$ cat config.mk
export PLATFORM = sky130hd
export DESIGN_NAME = ifetch_ctrl
export DESIGN_NICKNAME = d
export VERILOG_FILES = /design/src/rtl/ifetch_ctrl.sv
export SDC_FILE = /design/constraint.sdc
export NUM_CORES = 1
export LEC_CHECK = 0
export CORE_MARGIN = 1
export CORE_UTILIZATION = 30
export CTS_BUF_LIST = sky130_fd_sc_hd__clkbuf_4 sky130_fd_sc_hd__clkbuf_8
export CTS_CLUSTER_SIZE = 20
export DETAILED_ROUTE_END_ITERATION = 8
export PLACE_DENSITY = 0.62
export SLEW_MARGIN = 0
export SYNTH_ARGS = -nofsm -noshare
export SYNTH_HDL_FRONTEND = slang
export SYNTH_SLANG_ARGS = --single-unit
$ cat constraint.sdc
create_clock -name clk -period 5.1 [get_ports clk]
set_clock_uncertainty 0.2 [all_clocks]
set_input_delay 1.02 -clock clk [delete_from_list [all_inputs] [get_ports clk]]
set_output_delay 1.02 -clock clk [all_outputs]
set_load 0.005 [all_outputs]
$ cat src/rtl/ifetch_ctrl.sv
// Purpose : LC-3b fetch-stage sequencer; owns the fetch PC, drives the imem read handshake and the IR load strobe.
// Latency : ir_load is combinational from imem_resp; a new request is issued the cycle after a word is consumed.
// Backpressure: stall parks the returned word in a one-entry hold buffer (imem_read drops) until decode accepts it.
//
// Ports:
//   clk, reset                 clock and synchronous active-high reset
//   stall                      decode cannot take an instruction this cycle
//   redirect, redirect_pc      one-cycle flush request and its new fetch target
//   imem_read, imem_address    read request to instruction memory, held until imem_resp
//   imem_resp, imem_rdata      one-cycle read completion and its instruction word
//   ir_load, ir_data           IR load strobe and the word to load
//   pc_out, valid_out          address of the word last loaded into IR, IR-holds-live-instruction flag
//
// Optional feature: define IFETCH_PERF_EN to add saturating perf_fetch_cnt / perf_stall_cnt outputs.

module ifetch_ctrl #(
    parameter logic [15:0] RESET_PC = 16'h0000,
    parameter logic [15:0] PC_INC   = 16'd2
) (
    input  logic        clk,
    input  logic        reset,
    input  logic        stall,
    input  logic        redirect,
    input  logic [15:0] redirect_pc,
    output logic        imem_read,
    output logic [15:0] imem_address,
    input  logic        imem_resp,
    input  logic [15:0] imem_rdata,
    output logic        ir_load,
    output logic [15:0] ir_data,
    output logic [15:0] pc_out,
    output logic        valid_out
`ifdef IFETCH_PERF_EN
    ,
    output logic [15:0] perf_fetch_cnt,
    output logic [15:0] perf_stall_cnt
`endif
);

    // FETCH : request outstanding at pc_q
    // HOLD  : word returned while decode stalled, parked in hold_buf_q
    // DRAIN : redirect arrived mid-read; wait out the read, then jump to tgt_q
    typedef enum logic [1:0] {
        S_FETCH = 2'd0,
        S_HOLD  = 2'd1,
        S_DRAIN = 2'd2
    } state_e;

    state_e      state_q,    state_d;
    logic [15:0] pc_q,       pc_d;
    logic [15:0] pc_out_q,   pc_out_d;
    logic        valid_q,    valid_d;
    logic [15:0] hold_buf_q, hold_buf_d;
    logic [15:0] tgt_q,      tgt_d;

    // Asserted when a word (from memory or from the hold buffer) goes to IR.
    logic        load_fire;

    // ------------------------------------------------------------------
    // Next-state and output logic
    // ------------------------------------------------------------------
    always_comb begin
        state_d    = state_q;
        pc_d       = pc_q;
        pc_out_d   = pc_out_q;
        valid_d    = valid_q;
        hold_buf_d = hold_buf_q;
        tgt_d      = tgt_q;
        load_fire  = 1'b0;
        imem_read  = 1'b0;

        unique case (state_q)
            S_FETCH: begin
                imem_read = 1'b1;
                if (redirect) begin
                    valid_d = 1'b0;
                    if (imem_resp) begin
                        // Read completes in the same cycle: its word is stale,
                        // restart straight away at the new target.
                        pc_d = redirect_pc;
                    end else begin
                        // Memory is mid-read; the request cannot be withdrawn,
                        // so remember the target and let the read finish.
                        tgt_d   = redirect_pc;
                        state_d = S_DRAIN;
                    end
                end else if (imem_resp) begin
                    if (!stall) begin
                        load_fire = 1'b1;
                    end else begin
                        hold_buf_d = imem_rdata;
                        state_d    = S_HOLD;
                    end
                end
                // Without a response, stall has no effect in this state.
            end

            S_HOLD: begin
                if (redirect) begin
                    hold_buf_d = 16'h0000;
                    pc_d       = redirect_pc;
                    valid_d    = 1'b0;
                    state_d    = S_FETCH;
                end else if (!stall) begin
                    load_fire = 1'b1;
                    state_d   = S_FETCH;
                end
            end

            S_DRAIN: begin
                // Address stays at the original pc until the read completes.
                imem_read = 1'b1;
                if (redirect) begin
                    tgt_d   = redirect_pc;
                    valid_d = 1'b0;
                end
                if (imem_resp) begin
                    // A redirect in the completing cycle overrides the stored
                    // target, since tgt_q has not yet captured it.
                    pc_d    = redirect ? redirect_pc : tgt_q;
                    state_d = S_FETCH;
                end
            end

            default: begin
                state_d = S_FETCH;
            end
        endcase

        if (load_fire) begin
            pc_out_d = pc_q;
            pc_d     = pc_q + PC_INC;   // 16-bit modulo wrap
            valid_d  = 1'b1;
        end

        // Nothing leaves the block while reset is held.
        if (reset) begin
            imem_read = 1'b0;
            load_fire = 1'b0;
        end
    end

    assign ir_load      = load_fire;
    assign ir_data      = (state_q == S_HOLD) ? hold_buf_q : imem_rdata;
    assign imem_address = pc_q;
    assign pc_out       = pc_out_q;
    assign valid_out    = valid_q;

    // ------------------------------------------------------------------
    // State registers
    // ------------------------------------------------------------------
    always_ff @(posedge clk) begin
        if (reset) begin
            state_q    <= S_FETCH;
            pc_q       <= RESET_PC;
            pc_out_q   <= RESET_PC;
            valid_q    <= 1'b0;
            hold_buf_q <= 16'h0000;
            tgt_q      <= 16'h0000;
        end else begin
            state_q    <= state_d;
            pc_q       <= pc_d;
            pc_out_q   <= pc_out_d;
            valid_q    <= valid_d;
            hold_buf_q <= hold_buf_d;
            tgt_q      <= tgt_d;
        end
    end

`ifdef IFETCH_PERF_EN
    // ------------------------------------------------------------------
    // Saturating performance counters
    // ------------------------------------------------------------------
    logic [15:0] perf_fetch_cnt_q, perf_fetch_cnt_d;
    logic [15:0] perf_stall_cnt_q, perf_stall_cnt_d;

    always_comb begin
        perf_fetch_cnt_d = perf_fetch_cnt_q;
        perf_stall_cnt_d = perf_stall_cnt_q;
        if (load_fire && (perf_fetch_cnt_q != 16'hFFFF)) begin
            perf_fetch_cnt_d = perf_fetch_cnt_q + 16'd1;
        end
        if ((state_q == S_HOLD) && (perf_stall_cnt_q != 16'hFFFF)) begin
            perf_stall_cnt_d = perf_stall_cnt_q + 16'd1;
        end
    end

    always_ff @(posedge clk) begin
        if (reset) begin
            perf_fetch_cnt_q <= 16'h0000;
            perf_stall_cnt_q <= 16'h0000;
        end else begin
            perf_fetch_cnt_q <= perf_fetch_cnt_d;
            perf_stall_cnt_q <= perf_stall_cnt_d;
        end
    end

    assign perf_fetch_cnt = perf_fetch_cnt_q;
    assign perf_stall_cnt = perf_stall_cnt_q;
`endif

endmodule

==> reports/metrics.yaml, run 1 <==
placed_design:
  place_hpwl_mm: 5.72
  place_area_um2: 4040
  pre_cts_slack_ns: 0.821
  gp_congestion: 0.787
  io_buffers: 87
drt:
  routedWlPerCell_um: 14.4
  wl_mm: 8.23
  drt_pass1_iterations: 5
  drc: 0
  vias: 2880
  antenna_left: 0
  via_per_inst: 5.03
  initialDrtViolationCount: 180
die:
  die_area_um2: 10800
  start_util_pct: 31.4
  die_width_um: 104
  row_count: 36
  die_y_um: 104
  io_pins: 88
  core-area_um2: 9910
critical_path:
  cp.arrival_ns: 3.06
  r2r_cells: 5
  crit_fanout: 32
  worstSetupPathType: "in2out"
  critPathCaptureType: "output port"
  start_kind: "input port"
  required_ns: 3.88
final_layout:
  multi_input_area_um2: 1640
  nets: 473
  fillers: 1031
  layout-drive-gt1-share_pct: 10.7
  antennaDiodeCount: 0
  fin_util_pct: 42.5
  area_growth_pct: 35.3
  ff_latch_area_um2: 1340
  fin_area_um2: 4210
sta:
  tightest_slew_ns: 1.09
  whs_ns: 0.254
  slew_viol_final: 0
  tns_ns: 0
  rsz0062_at_grt: "no"
  fin_crit_ns: 4.28
  max_freq_mhz: 233
  setup_viol: 0
  fin_crit_sh_pct: 84.0
  finalHoldViolCount: 0
  setup_slack_ns: 0.816
  max_slew_margin_pct: 27.2
synthesis:
  yosysTopAreaCell: "dfxtp_1"
  syn_area_per_cell_um2: 8.67
  synth-edff-count: 0
  ys_top_cells_by_count: "67 x dfxtp_1, 53 x nand2_1, 50 x nor2_1"
  ys_warn_count: 0
  syn-num-nets: 397
  synth_seq_cells: 67
  synth_top_area_share_pct: 43.1
  yosysSeqAreaShare_pct: 43.1
  ys.flop_type: "dfxtp_1"
  ys_types: 47
  synth.area.top_cells: "dfxtp_1 43%, mux2i_1 7.7%, mux2_2 7.2%, nand2_1 6.4%, nor2_1 6.0%"
  synthCells: 359
  synth_most_common_cell: "dfxtp_1"
  netlist_area_um2: 3110
  ys_async_sr_fraction_pct: 0
clock_tree:
  cts.sinks: 67
  clock_latency_ns: 0.33
  cts_buffer_depth: 2
  cts_setup_buffers: 0
  clk_pin_slew_ns: 0.07
  cts_root_buffer: "clkbuf_8"
  holdBufCountCts: 0
  cts.repair.resized: 0
  cts_tree: "yes"
  htreeDepth: 3
  cts_buffers: 9
flow_run:
  cap_viol_max_count: 0
grt:
  antenna_found_initial: 0
  grt_pass1_wl_mm: 13.6
  grt_max_degree: 48
  grt_pass1_vias: 2781
  grt_overflow: 0
  grt_util_all_layers_pct: 15.5
pwr:
  ir_worst_vdd_v: 0.0000965
  p_leak_nw: 1.44
  powerDensity_nw_per_um2: 274
worst_hold_path:
  min_path_cells: 2
  hp-class: "reg2reg"
status:
  status: "complete, no violations"
==> logic make-up (layout without fill, tap and decap cells) <==
group	after synthesis	after routing	share of synthesized area, %
buf+inv	27	107	4.38
compound gates	83	83	17.2
simple gates	137	137	19.9
mux	44	44	15.0
fa+ha+maj	1	1	0.402
flops	67	67	43.1
==> registers in the layout, indices dropped and copies added (netlist names) <==
register and cells:
hold_buf_q 16, state_q 2, valid_out 1, imem_address 16, tgt_q 16, pc_out 16
==> cell usage in the layout (no fill, tap or decap), drive strengths merged, types with 2 or more instances in the layout <==
| master | instances |
|---|---|
| or3 | 2 |
| nor4 | 4 |
| nand3 | 7 |
| nor3 | 6 |
| a211oi | 6 |
| a32o | 2 |
| clkinv | 3 |
| clkdlybuf4s50 | 86 |
| mux2 | 20 |
| dfxtp | 67 |
| a21oi | 33 |
| nand2 | 53 |
| o22ai | 2 |
| a31oi | 3 |
| mux2i | 24 |
| or4 | 2 |
| nor2 | 51 |
| nand4 | 3 |
| buf | 4 |
| o21ai | 11 |
| inv | 2 |
| nand2b | 2 |
| a221oi | 2 |
| nor3b | 2 |
| a22oi | 16 |
| clkbuf | 12 |
==> metal layers <==
| metal | vias to the layer above | GRT usage (%) | routed length [µm] |
|---|---|---|---|
| li1 | 1435 | - | - |
| met1 | 1348 | 18.8 | 3660 |
| met2 | 86 | 25.6 | 3890 |
| met3 | 11 | 4.22 | 573 |
| met4 | 0 | 6.33 | 102 |
| met5 | - | 0 | 0 |
==> final timing paths <==
check | slack [ns] | from | to
worst min-delay path | 0.25 | pc_out[2] | pc_out[2]
worst min register to register | 0.25 | pc_out[2] | pc_out[2]
worst max register to register | 2.58 | state_q[0] | imem_address[9]
worst max-delay path | 0.82 | redirect | ir_load
==> through the flow <==
stage               instances  power (mW)
CTS                       572        1.17
global placement          557       0.772
finish                    572        1.15
floorplan                 359       0.680
detailed placement        557       0.776
global route              572        1.21
==> power breakdown <==
| group | switching, mW | leakage [nW] | internal, mW |
|---|---|---|---|
| Combinational | 0.0845 | 0.801 | 0.104 |
| Sequential | 0.0258 | 0.547 | 0.549 |
| Clock | 0.194 | 0.0928 | 0.196 |
==> area by class of cell <==
| cell class | count | area share, % |
|---|---|---|
| repair buffers | 90 | 21.1 |
| well taps | 133 | 3.95 |
| multi-input cells | 265 | 38.9 |
| inverters | 2 | 0.178 |
| clock buffers | 12 | 3.63 |
| clock inverters | 3 | 0.357 |
| flip-flops and latches | 67 | 31.9 |
==> worst max-delay path: stages <==
cell	delay [ns]
clkdlybuf4s50_1	0.57
or4_4	0.78
nor2_1	0.16
clkdlybuf4s50_1	0.52
No activity file was read; power rests on OpenSTA's default activity.
==> run 2, diff against run 1 <==
==> constraint.sdc (replaced) <==
create_clock -name clk -period 4.4 [get_ports clk]
set_clock_uncertainty 0.2 [all_clocks]
set_input_delay 0.88 -clock clk [delete_from_list [all_inputs] [get_ports clk]]
set_output_delay 0.88 -clock clk [all_outputs]
set_load 0.005 [all_outputs]
==> run 2 against run 1 <==
Compared with the run above:
- die area unchanged
- largest power group unchanged
- worst setup slack got worse by 0.23 ns
- sequential cell count unchanged
- critical path depth increased by 1
- clock-buffer cell count unchanged
- core utilization increased by 0.82 points
- register-to-register slack got worse by 0.55 ns
- hold slack got worse by 0.00079 ns
==> reports/metrics.yaml, run 2 (synthesis gave the netlist of run 1 again) <==
sta:
  setup_viol: 0  # unchanged
  slew_viol_final: 0  # unchanged
  tightest_slew_ns: 1.13  # +0.0444 ns
  rsz0062_at_grt: "no"
  max_slew_margin_pct: 24.2  # -3.0 points
  tns_ns: 0  # unchanged
  fin_crit_ns: 3.82
  finalHoldViolCount: 0  # unchanged
  setup_slack_ns: 0.581  # -0.235 ns
  max_freq_mhz: 262
  fin_crit_sh_pct: 86.8
worst_hold_path:
  min_path_cells: 2  # unchanged
  hp-class: "reg2reg"
  hp-start: "pc_out[4]"
  whs_endpoint: "pc_out[4]"
status:
  status: "complete, no violations"
drt:
  wl_met2_mm: 3.79  # -2.5%
  wl_met1_mm: 3.69  # +0.60%
  drt_pass1_iterations: 5  # unchanged
  top_layer_used: "met4"
  routedWlPerCell_um: 14.4  # -0.15%
  antenna_left: 0  # unchanged
  via_per_inst: 5.03  # about the same
  wl_met3_um: 576  # +0.52%
  wl_mm: 8.26  # +0.38%
  vias: 2895  # +0.52%
  drc: 0  # unchanged
  initialDrtViolationCount: 159  # -12%
pwr:
  p_leak_nw: 1.48  # +2.6%
  powerDensity_nw_per_um2: 341  # +24%
  ir_worst_vdd_v: 0.000158  # +64%
clock_tree:
  cts_tree: "yes"
  clk_pin_slew_ns: 0.07  # about the same
  cts_root_buffer: "clkbuf_8"
  cts_buffer_depth: 2  # unchanged
  cts_setup_buffers: 0  # unchanged
  cts.repair.resized: 0  # unchanged
  htreeDepth: 3  # unchanged
  holdBufCountCts: 0  # unchanged
  cts_buffers: 9  # unchanged
  cts.sinks: 67  # unchanged
  clock_latency_ns: 0.34  # about the same
final_layout:
  ff_latch_area_um2: 1340  # unchanged
  area_growth_pct: 37.9
  antennaDiodeCount: 0  # unchanged
  nets: 477  # +0.85%
  final_common_cell: "clkdlybuf4s50_1"
  layout-drive-gt1-share_pct: 11.3  # +0.61 points
  fillers: 1000  # -3.0%
  final_cell_mix: "86 x clkdlybuf4s50_1, 67 x dfxtp_1, 53 x nand2_1, 50 x nor2_1, 32 x a21oi_1"
  multi_input_area_um2: 1640  # unchanged
critical_path:
  cp-startpoint: "imem_resp"
  reg2reg_from: "state_q[1]"
  r2r_cells: 5  # unchanged
  r2r_end: "tgt_q[9]"
  required_ns: 3.32  # -0.56 ns
  r2r_setup_slack_ns: 2.03  # -0.55 ns
  cp.arrival_ns: 2.74  # -0.32 ns
  worstSetupPathType: "in2out"
  critPathCaptureType: "output port"
  crit_fanout: 5  # -84%
  start_kind: "input port"
die:
  io_pins: 88  # unchanged
  start_util_pct: 31.4  # unchanged
  row_count: 36  # unchanged
  die_area_um2: 10800  # unchanged
  die_y_um: 104  # unchanged
  die_width_um: 104  # unchanged
  core-area_um2: 9910  # unchanged
placed_design:
  pre_cts_slack_ns: 0.597  # -0.224 ns
  place_hpwl_mm: 5.79  # +1.2%
  gp_congestion: 0.824  # +4.8%
  io_buffers: 87  # unchanged
grt:
  antenna_found_initial: 0  # unchanged
  grt_overflow: 0  # unchanged
  grt_max_degree: 34  # -29%
  grt_util_all_layers_pct: 15.8  # +0.34 points
  grt_pass1_vias: 2820  # +1.4%
  grt_pass1_wl_mm: 13.7  # +1.4%
flow_run:
  cap_viol_max_count: 0  # unchanged
## run 2: changes by cell type in the layout (fill, tap and decap cells not counted), sizes merged
cell,delta
bufinv,+2
buf,+4
clkinv,-3
## run 2: worst max-delay path, stage by stage
cell and delay (ns):
clkdlybuf4s50_1 0.52, nor2_1 0.13, or4_4 0.45, nor2_1 0.21
clkdlybuf4s50_1 0.54
## run 2: where the power goes
part / leakage (nW) / total [mW] / switching [mW] / internal [mW]
sequential: 0.547 / 0.667 / 0.0298 / 0.637
combinational: 0.819 / 0.221 / 0.0987 / 0.123
clock: 0.112 / 0.574 / 0.223 / 0.351
total: 1.48 / 1.46 / 0.352 / 1.11
## run 2: final cells by class
cell class              count  share of cell area [%]
well taps                 133                    3.88
repair buffers             94                    21.4
clock buffers              12                    3.70
clock inverters             2                    1.40
inverters                   2                   0.175
multi-input cells         265                    38.2
flip-flops and latches     67                    31.3
## run 2: metal layers
layer	up-vias	global-route usage [%]
li1	1437	-
met1	1352	18.8
met2	92	25.1
met3	14	6.54
met4	0	6.12
met5	-	0
## run 2: through the flow
step / instances / util (%) / total power, mW / instance area (µm²) / hold slack [ns]
2_1_floorplan: 359 / - / 0.788 / 3110 / 0.253
3_3_place_gp: 561 / 41.1 / 0.898 / 4070 / 0.243
3_5_place_dp: 561 / 41.1 / 0.902 / 4070 / 0.247
4_1_cts: 575 / 43.3 / 1.48 / 4290 / 0.257
5_1_grt: 575 / 43.3 / 1.53 / 4290 / 0.273
6_report: 575 / 43.3 / 1.46 / 4290 / 0.254
## run 2: worst max-delay path by stage
stage                     endpoint  slack, ns  cells after the start
after floorplan            ir_load       1.38                      5
after global placement     ir_load       0.60                      5
after detailed placement   ir_load       0.60                      5
after CTS                  ir_load       0.60                      5
after global routing       ir_load       0.50                      5
final                      ir_load       0.58                      5
